`src/rtl/pc_pkg.sv`:
```
// Shared types and constants for the program-counter unit.
package pc_pkg;

    typedef enum logic [1:0] {
        BOOT   = 2'd0,
        RUN    = 2'd1,
        HALTED = 2'd2
    } pc_state_t;

    localparam logic [31:0] DEF_RESET_ADDR = 32'h0000_0000;
    localparam logic [31:0] DEF_EXC_VECTOR = 32'h0000_0080;

    localparam int OFFSET_WIDTH = 16;
    localparam int INDEX_WIDTH  = 26;

endpackage

```
`src/rtl/pc_next_sel.sv`:
```
// Next-PC priority mux: exception, misaligned JR trap, JR, J/JAL, branch, sequential.
module pc_next_sel
    import pc_pkg::*;
#(
    parameter int                    ADDR_WIDTH = 32,
    parameter logic [ADDR_WIDTH-1:0] EXC_VECTOR = ADDR_WIDTH'(DEF_EXC_VECTOR)
) (
    input  logic [ADDR_WIDTH-1:0]   i_pc,
    input  logic                    i_exception,
    input  logic                    i_jump_reg,
    input  logic [ADDR_WIDTH-1:0]   i_jr_addr,
    input  logic                    i_jump,
    input  logic [INDEX_WIDTH-1:0]  i_jump_index,
    input  logic                    i_branch_taken,
    input  logic [OFFSET_WIDTH-1:0] i_branch_offset,
    output logic [ADDR_WIDTH-1:0]   o_pc_plus4,
    output logic [ADDR_WIDTH-1:0]   o_next_pc,
    output logic                    o_take_trap,
    output logic                    o_misalign
);

    logic [ADDR_WIDTH-1:0] w_pc_plus4;
    logic [ADDR_WIDTH-1:0] w_branch_bytes;
    logic [ADDR_WIDTH-1:0] w_jump_target;
    logic                  w_jr_misaligned;

    // The word offset is sign-extended and scaled to bytes in one concatenation.
    assign w_pc_plus4      = i_pc + ADDR_WIDTH'(4);
    assign w_branch_bytes  = {{(ADDR_WIDTH-OFFSET_WIDTH-2){i_branch_offset[OFFSET_WIDTH-1]}},
                              i_branch_offset, 2'b00};
    assign w_jump_target   = {w_pc_plus4[ADDR_WIDTH-1:28], i_jump_index, 2'b00};
    assign w_jr_misaligned = i_jump_reg && (i_jr_addr[1:0] != 2'b00);
    assign o_pc_plus4      = w_pc_plus4;

    // Strict priority selection; simultaneous selects are legal and resolve here.
    always_comb begin
        o_next_pc   = w_pc_plus4;
        o_take_trap = 1'b0;
        o_misalign  = 1'b0;
        if (i_exception) begin
            o_next_pc   = EXC_VECTOR;
            o_take_trap = 1'b1;
        end else if (w_jr_misaligned) begin
            o_next_pc   = EXC_VECTOR;
            o_take_trap = 1'b1;
            o_misalign  = 1'b1;
        end else if (i_jump_reg) begin
            o_next_pc = i_jr_addr;
        end else if (i_jump) begin
            o_next_pc = w_jump_target;
        end else if (i_branch_taken) begin
            o_next_pc = w_pc_plus4 + w_branch_bytes;
        end
    end

endmodule

```
`src/rtl/pc_unit.sv`:
```
// Program-counter unit: BOOT/RUN/HALTED control around the registered fetch address.
module pc_unit
    import pc_pkg::*;
#(
    parameter int                    ADDR_WIDTH = 32,
    parameter logic [ADDR_WIDTH-1:0] RESET_ADDR = ADDR_WIDTH'(DEF_RESET_ADDR),
    parameter logic [ADDR_WIDTH-1:0] EXC_VECTOR = ADDR_WIDTH'(DEF_EXC_VECTOR)
) (
    input  logic                    clock,
    input  logic                    reset_n,
    input  logic                    stall,
    input  logic                    halt,
    input  logic                    resume,
    input  logic                    branch_taken,
    input  logic [OFFSET_WIDTH-1:0] branch_offset,
    input  logic                    jump,
    input  logic [INDEX_WIDTH-1:0]  jump_index,
    input  logic                    jump_reg,
    input  logic [ADDR_WIDTH-1:0]   jr_addr,
    input  logic                    exception,
    output logic [ADDR_WIDTH-1:0]   pc,
    output logic [ADDR_WIDTH-1:0]   pc_plus4,
    output logic                    pc_valid,
    output logic [ADDR_WIDTH-1:0]   epc,
    output logic                    misaligned
);

    pc_state_t             r_state;
    pc_state_t             w_state_next;
    logic [ADDR_WIDTH-1:0] r_pc;
    logic [ADDR_WIDTH-1:0] r_epc;
    logic                  r_valid;
    logic                  r_misaligned;
    logic [ADDR_WIDTH-1:0] w_pc_next;
    logic [ADDR_WIDTH-1:0] w_epc_next;
    logic                  w_valid_next;
    logic                  w_misaligned_next;
    logic [ADDR_WIDTH-1:0] w_sel_pc;
    logic                  w_take_trap;
    logic                  w_misalign;

    pc_next_sel #(
        .ADDR_WIDTH (ADDR_WIDTH),
        .EXC_VECTOR (EXC_VECTOR)
    ) u_next_sel (
        .i_pc            (r_pc),
        .i_exception     (exception),
        .i_jump_reg      (jump_reg),
        .i_jr_addr       (jr_addr),
        .i_jump          (jump),
        .i_jump_index    (jump_index),
        .i_branch_taken  (branch_taken),
        .i_branch_offset (branch_offset),
        .o_pc_plus4      (pc_plus4),
        .o_next_pc       (w_sel_pc),
        .o_take_trap     (w_take_trap),
        .o_misalign      (w_misalign)
    );

    // State register; reset always returns to BOOT.
    always_ff @(posedge clock or negedge reset_n) begin
        if (!reset_n) begin
            r_state <= BOOT;
        end else begin
            r_state <= w_state_next;
        end
    end

    // Next-state and next-register logic; exception outranks halt, halt outranks stall.
    always_comb begin
        w_state_next      = r_state;
        w_pc_next         = r_pc;
        w_epc_next        = r_epc;
        w_valid_next      = r_valid;
        w_misaligned_next = 1'b0;
        case (r_state)
            BOOT: begin
                w_state_next = RUN;
                w_pc_next    = RESET_ADDR;
                w_valid_next = 1'b1;
            end
            RUN: begin
                if (exception) begin
                    w_pc_next  = w_sel_pc;
                    w_epc_next = r_pc;
                end else if (halt) begin
                    w_state_next = HALTED;
                    w_valid_next = 1'b0;
                end else if (!stall) begin
                    w_pc_next = w_sel_pc;
                    if (w_take_trap) begin
                        w_epc_next        = r_pc;
                        w_misaligned_next = w_misalign;
                    end
                end
            end
            HALTED: begin
                if (exception) begin
                    w_state_next = RUN;
                    w_pc_next    = EXC_VECTOR;
                    w_epc_next   = r_pc;
                    w_valid_next = 1'b1;
                end else if (resume) begin
                    w_state_next = RUN;
                    w_valid_next = 1'b1;
                end
            end
            default: begin
                w_state_next = BOOT;
                w_pc_next    = RESET_ADDR;
                w_valid_next = 1'b0;
            end
        endcase
    end

    // Datapath registers: fetch address, trap PC, valid flag and the misalignment pulse.
    always_ff @(posedge clock or negedge reset_n) begin
        if (!reset_n) begin
            r_pc         <= RESET_ADDR;
            r_epc        <= '0;
            r_valid      <= 1'b0;
            r_misaligned <= 1'b0;
        end else begin
            r_pc         <= w_pc_next;
            r_epc        <= w_epc_next;
            r_valid      <= w_valid_next;
            r_misaligned <= w_misaligned_next;
        end
    end

    assign pc         = r_pc;
    assign epc        = r_epc;
    assign pc_valid   = r_valid;
    assign misaligned = r_misaligned;

endmodule

```
`config.mk`:
```
export PLATFORM = sky130hd
export DESIGN_NAME = pc_unit
export DESIGN_NICKNAME = d
export VERILOG_FILES = /design/src/rtl/pc_pkg.sv /design/src/rtl/pc_next_sel.sv /design/src/rtl/pc_unit.sv
export SDC_FILE = /design/constraint.sdc
export NUM_CORES = 1
export LEC_CHECK = 0
export CAP_MARGIN = 15
export CORE_MARGIN = 3
export CORE_UTILIZATION = 48
export CTS_BUF_LIST = sky130_fd_sc_hd__clkbuf_8
export CTS_CLUSTER_DIAMETER = 200
export DETAILED_ROUTE_END_ITERATION = 12
export PLACE_DENSITY = 0.95
export SLEW_MARGIN = 20
export SYNTH_ARGS = -nofsm -noshare
export SYNTH_HDL_FRONTEND = slang
export SYNTH_SLANG_ARGS = --single-unit
```
`constraint.sdc`:
```
create_clock -name clock -period 4 [get_ports clock]
set_input_delay 0.8 -clock clock [delete_from_list [all_inputs] [get_ports clock]]
set_output_delay 0.8 -clock clock [all_outputs]
set_load 0.01 [all_outputs]
```
After elaboration in Yosys (flattened, before gate mapping)
Cells that the tools add are included.
{"block": "word_totals", "reg_bits": 68, "input_bits": 83, "output_inout_bits": 98, "wordCells": 56}
{"block": "classes", "add_sub_neg": 2, "n_eq_ne": 9, "mux": 33, "reduce_logical": 7}
{"op": "32-bit two-way mux", "count": 14}
{"op": "32-bit one-hot mux with 2 select lines", "count": 2}
{"op": "32-bit by 3-bit adder with 32-bit output, second input constant", "count": 1}
{"op": "32-bit adder", "count": 1}
{"op": "1-bit two-way mux", "count": 11}
{"op": "3-bit inequality test, second input constant", "count": 3}
{"op": "2-bit two-way mux", "count": 4}
{"op": "2-bit inequality test, second input constant", "count": 3}
{"op": "2-bit one-hot mux with 3 select lines", "count": 1}
{"op": "3-bit AND reduction", "count": 2}
{"op": "5-bit AND reduction", "count": 1}
{"op": "2-bit nonzero test", "count": 2}
{"op": "3-bit by 2-bit inequality test with 1-bit output, second input constant", "count": 1}
{"op": "1-bit one-hot mux with 3 select lines", "count": 1}
{"op": "2-bit by 1-bit equality test with 1-bit output, second input constant", "count": 1}
{"op": "2-bit equality test, second input constant", "count": 1}
{"op": "2-bit zero test", "count": 1}
{"op": "1-bit logical AND", "count": 1}

Logic depth before layout (Yosys ltp)
{"block": "depth", "word_depth": 11, "depth_mapped": 16, "mapped_depth_nobuf": 15}

Hierarchy
Synthesis repeated with hierarchy kept, for this count alone.
{"block": "unflattened", "hier_cells": 649, "hier_area_um2": 5740.5}
{"mod": "pc_next_sel", "instances": 1, "cells_per_inst": 479, "area_per_inst_um2": 3064.2, "seq_area_each_um2": 0.0}
{"mod": "pc_unit", "instances": 1, "cells_per_inst": 170, "area_per_inst_um2": 2676.3, "seq_area_each_um2": 1676.6}

Worst setup path after synthesis
Ideal clock, no wire load.
{"block": "synth_path", "kind": "reg2reg", "start": "register r_pc[4] (netlist: pc[4])", "end": "register r_pc[31] (netlist: pc[31])", "setup_time_ns": 0.092, "arrival_ns": 3.762, "required_time_ns": 3.908, "slack_ns": 0.147, "stages_incl_launch_ff": 17, "path_buffers": 2, "period_less_slack_ns": 3.853, "path_cell_list": "dfrtp_1 -> buf_2 -> nand3_2 -> nor4_4 -> nand3_1 -> xnor2_1 -> ha_1 -> buf_2 -> a21o_1 -> a21o_1 -> a211oi_1 -> o21bai_1 -> a21oi_2 -> a21oi_1 -> or3_1 -> and4_4 -> o31ai_2"}
{"block": "synth_via", "elab_chain_cells": 11}
{"item": "start, declared", "line": "pc_unit.sv:30", "source": "logic [ADDR_WIDTH-1:0] r_pc;"}
{"item": "start signal, assigned", "line": "pc_unit.sv:124", "source": "r_pc <= w_pc_next;"}
{"item": "32-bit by 3-bit adder with 32-bit output *", "line": "pc_next_sel.sv:28", "source": "assign w_pc_plus4 = i_pc + ADDR_WIDTH'(4);"}
{"item": "via pc_plus4[18]", "line": "pc_unit.sv:22", "source": "output logic [ADDR_WIDTH-1:0] pc_plus4,"}
{"item": "32-bit adder *", "line": "pc_next_sel.sv:52", "source": "o_next_pc = w_pc_plus4 + w_branch_bytes;"}
{"item": "32-bit two-way mux *", "line": "pc_next_sel.sv:51", "source": "end else if (i_branch_taken) begin"}
{"item": "32-bit two-way mux *", "line": "pc_next_sel.sv:49", "source": "end else if (i_jump) begin"}
{"item": "32-bit two-way mux *", "line": "pc_next_sel.sv:47", "source": "end else if (i_jump_reg) begin"}
{"item": "32-bit two-way mux *", "line": "pc_next_sel.sv:43", "source": "end else if (w_jr_misaligned) begin"}
{"item": "32-bit two-way mux *", "line": "pc_next_sel.sv:40", "source": "if (i_exception) begin"}
{"item": "32-bit two-way mux", "line": "pc_unit.sv:89", "source": "end else if (!stall) begin"}
{"item": "32-bit two-way mux", "line": "pc_unit.sv:86", "source": "end else if (halt) begin"}
{"item": "32-bit two-way mux *", "line": "pc_unit.sv:83", "source": "if (exception) begin"}
{"item": "32-bit one-hot mux with 2 select lines *", "line": "pc_unit.sv:76", "source": "case (r_state)"}
Mark *: on every way through the listed nets, which the timed path passes. The rest lies on a longest branch. The select of a mux whose other input is x is not followed.
A chain may end at the register's enable or synchronous reset.

Worst setup path after layout
{"block": "layout_path", "start": "register r_pc[2] (netlist: pc[2])", "end": "register r_pc[29] (netlist: pc[29])"}
{"block": "layout_via", "elab_chain_cells": 11}
{"item": "32-bit by 3-bit adder with 32-bit output *", "line": "pc_next_sel.sv:28"}
{"item": "32-bit adder", "line": "pc_next_sel.sv:52"}
{"item": "32-bit two-way mux", "line": "pc_next_sel.sv:51"}
{"item": "32-bit two-way mux *", "line": "pc_next_sel.sv:49"}
{"item": "32-bit two-way mux *", "line": "pc_next_sel.sv:47"}
{"item": "32-bit two-way mux *", "line": "pc_next_sel.sv:43"}
{"item": "32-bit two-way mux *", "line": "pc_next_sel.sv:40"}
{"item": "32-bit two-way mux", "line": "pc_unit.sv:89"}
{"item": "32-bit two-way mux", "line": "pc_unit.sv:86"}
{"item": "32-bit two-way mux *", "line": "pc_unit.sv:83"}
{"item": "32-bit one-hot mux with 2 select lines *", "line": "pc_unit.sv:76"}
Every way passes the cells marked *; elsewhere a longest branch is shown, timed or not. The select of a mux whose other input is x is not followed.

==> results <==
- The share of the Yosys chip area taken by registers is 31.13%.
- The number of rows in the core area is 38.
- The count of antenna diodes in the layout is 0.
- The worst path setup slack after routing is 0.06137 ns.
- The biggest area contributor in the post-synthesis netlist is sky130_fd_sc_hd__dfrtp_1.
- For this run the aggregate overflow at the end of global routing stands at 0.
- Dividing total power by cell area gives a power density of 402.5 nW/µm².
- The analysis attributes to cell leakage a power of 3.517 nW.
- The register cell area after layout is 1702 µm².
- The first-pass GRT wire length is 30840 µm.
- The via count of the first global-routing pass is 5721.
- The number of warnings reported in the yosys synthesis log is 0.
- The count of flip-flops with a built-in enable after synthesis is 0.
- The height of the die is 112.7 µm.
- The final critical path time including I/O delays and setup is 3.939 ns.
- The worst path arrival time is 4.17 ns.
- The run finished with clean final reports.
- At the end of routability-driven placement, the weighted congestion stood at 0.9919.
- The most common cell after layout, fill and taps aside is sky130_fd_sc_hd__clkdlybuf4s50_1.
- The setup clock skew after layout is 0.01587 ns.
- Once the floorplan was initialized, standard cells occupied 49.77% of the core.
- The post-synth net total is 752.
- The final worst-path cycle share is 98.47%.
- The final layout contains routed wiring with a total length of 20190 µm.
- The compound-cell area share of the yosys netlist is 24.83%.
- The timing-limited maximum frequency is 253.9 MHz.
- Pin placement for this block handled 181 I/O pins.
- Once detailed placement completed, the half-perimeter wirelength came to 15120 µm.
- The worst min-delay path class is flip-flop to flip-flop.
- The number of buffers inserted during clock tree synthesis is 9.
- The DRC violation total after the first TritonRoute iteration is 692.
- Setup repair after global routing could not meet its margin everywhere.
- The maximum root-to-sink buffer count is 2.
- The clock transition time at the flip-flop clock pins of the worst setup and hold paths is 0.09 ns.
- The max-capacitance violation count is 0.
- The final hold violation count is 0.
- Of the total synthesized cell area, the portion taken by full adders, half adders and majority gates is 9.751%.
- The clock tree from TritonCTS is done.
- After detailed routing, the number of vias per cell comes to 6.235.
- Entering global routing, the biggest net connects 69 pins.
- The area of the die is 12700 µm².
- The final non-filler cell total is 972.
- The synthesized design devotes to its leading area cell type 31.13% of total area.
- The dominant combinational cell family by area after synthesis is compound AO/OA/AOI/OAI gates.
- The routed layout has 6060 vias.
- The peak supply drop is 0.2510 mV.
- STA classifies the critical path endpoint as a flip-flop.
- The share of synthesized cell area in and, or, nand and nor gates is 16.53%.
- The die is 112.7 µm wide.
- The library cells used most frequently in the layout, excluding fill and tap cells, are 179 x sky130_fd_sc_hd__clkdlybuf4s50_1, 68 x sky130_fd_sc_hd__dfrtp_1, 63 x sky130_fd_sc_hd__nand2_1.
- Synthesis produced 627 cells.
- The number of placed instances, taps included is 952.
- Before antenna repair, the detailed router went through 6 iterations.
- The tree is rooted in a sky130_fd_sc_hd__clkbuf_8.
- In the post-synthesis netlist, the biggest area contributors are sky130_fd_sc_hd__dfrtp_1 31%, sky130_fd_sc_hd__ha_1 9.4%, sky130_fd_sc_hd__mux2_2 5.8%.
- The worst setup path is launched from a flip-flop.
- The number of antenna violations at the first check in global routing came to 0.
- The insertion delay of the later-clocked pin in the worst-skew pair is 0.35 ns.
- In the final routed layout, each cell accounts on average for 20.77 µm.
- The xor and xnor area share after synthesis is 7.530%.
- The worst pin sits at a relative slew slack of 39.19%.
- The number of synthesized register bits is 68.
- During placement, the flow inserted port buffers numbering 180.
- The count of nets after finishing is 952.
- The multi-input combinational cell area is 3611 µm².
- The category of the critical setup timing path is flip-flop to flip-flop.
- The cell count of the worst hold path is 2.
- The number of different library cells used by synthesis comes to 70.
- Measured in cells, the most critical reg-to-reg path has a length of 13.
- The mapped netlist covers 5466 µm².
- Of all nets on the critical path, the largest fanout is 8.
- The multiplexer share of the synthesized area is 6.683%.
- The CTS sink count is 68.
- The number of max-slew violations in the final report is 0.
- Dividing the synthesized area by the synthesized cell count gives 8.718 µm².
- The pre-CTS worst setup slack is -0.09805 ns.
- Of all flip-flops after synthesis, the portion carrying an async set or reset was 100.0%.
- The antenna violation net count after detailed routing is 0.
- For the pin with the worst max-slew slack, the measured transition is 0.9122 ns.
- The H-tree was split into 3 levels.
- The total of fill cells in the finished design is 766.
- The fraction of layout cells with a size suffix above 1 is 12.14%.
- Relative to the synthesized area, the layout overhead comes to 43.83%.
- The required time reported for the critical path endpoint is 4.23 ns.
- The total of endpoints with negative setup slack in the final report is 0.
- The global routing usage summed across all routing layers is 30.48%.
- The core outline area is 10980 µm².
- For this run, the leading register cell type out of synthesis is sky130_fd_sc_hd__dfrtp_1.
- The DRC violation count after routing is 0.
[path summary, 6_finish.rpt]
path                            startpoint      to  slack [ns]
worst max-delay path                 pc[2]  pc[29]        0.06
worst min-delay path                epc[6]  epc[6]        0.49
worst max register to register       pc[2]  pc[29]        0.06
worst min register to register      epc[6]  epc[6]        0.49
max in group asynchronous          reset_n  pc[19]        2.83
min in group asynchronous          reset_n   pc[3]        0.57
[synth_stat cells, drive strengths merged, types with 8 or more instances]
library cell and number:
a211oi 11, a21o 18, a21oi 40, a22o 10, a22oi 10, buf 9, clkbuf 20, dfrtp 68
ha 41, inv 19, mux2 28, nand2 64, nand3 24, nand4 11, nor2 42, nor3 8
o21ai 52, o221ai 8, o31ai 9, xnor2 36, xor2 11
[per-layer routing]
| layer | wire length (µm) | share of wire, % | GRT usage [%] | vias to the layer above |
|---|---|---|---|---|
| met2 | 9348 | 46 | 48.93 | 435 |
| met3 | 1864 | 9.2 | 4.278 | 94 |
| met1 | 7899 | 39 | 41.22 | 2811 |
| met4 | 1073 | 5.3 | 13.22 | 0 |
| li1 | - | - | - | 2720 |
| met5 | 0 | 0 | 0 | - |
[logic make-up (layout without fill, tap and decap cells)]
family / count (synthesis) / count (layout)
xor+xnor: 47 / 47
flops: 68 / 68
compound gates: 202 / 202
fa+ha+maj: 42 / 42
simple gates: 186 / 186
mux: 33 / 33
buf+inv: 49 / 254
[through the flow]
stage / hold WS, ns / setup TNS [ns] / util [%] / total power, W / cell area [µm²]
after global routing: 0.5116 / -0.1355 / 71.59 / 0.003317 / 7863
after detailed placement: 0.4765 / -0.1572 / 69.07 / 0.002497 / 7586
after floorplan: 0.5013 / 0 / - / 0.001779 / 5466
final: 0.4900 / 0 / 71.59 / 0.003165 / 7863
after CTS: 0.4961 / 0 / 71.22 / 0.003135 / 7823
after global placement: 0.4605 / 0 / 69.07 / 0.002457 / 7586
[critical path: stages, from the launching register on]
cell                      delay (ns)
sky130_fd_sc_hd__dfrtp_1        0.50
sky130_fd_sc_hd__and2_1         0.46
sky130_fd_sc_hd__nand2_1        0.17
sky130_fd_sc_hd__xnor2_1        0.42
sky130_fd_sc_hd__ha_1           0.22
sky130_fd_sc_hd__o21ai_0        0.10
sky130_fd_sc_hd__nor2_1         0.19
sky130_fd_sc_hd__a211o_2        0.21
sky130_fd_sc_hd__a31oi_1        0.13
sky130_fd_sc_hd__o41ai_1        0.67
sky130_fd_sc_hd__a41oi_1        0.22
sky130_fd_sc_hd__o21ai_0        0.20
sky130_fd_sc_hd__mux2i_1        0.25
sky130_fd_sc_hd__nand2_1        0.07
[flip-flops by register name (all words and copies together), names as in the netlist]
register / flops
epc: 32
pc: 32
r_state: 2
misaligned: 1
pc_valid: 1
[timing repair]
item / in CTS / in global routing
resized for setup: 1 / 4
hold buffers: 0 / 0
buffers inserted: 2 / 2
endpoints found under the setup margin: 9 / 4
pin swaps: 1 / 1
[where the power goes]
group / switching [W] / internal, W / leakage (nW)
registers: 0.000113 / 0.000811 / 0.938
logic: 0.000814 / 0.000786 / 2.46
clock network: 0.000291 / 0.000350 / 0.115
[final cells by class]
cell class | instances | share of cell area [%]
Timing Repair Buffer | 218 | 26.51
Inverter | 20 | 0.9548
Clock buffer | 9 | 1.575
Multi-Input combinational cell | 510 | 45.93
Tap cell | 140 | 2.228
Sequential cell | 68 | 21.64
Clock inverter | 7 | 1.162
Note: power is estimated with default switching activity, not from simulation.
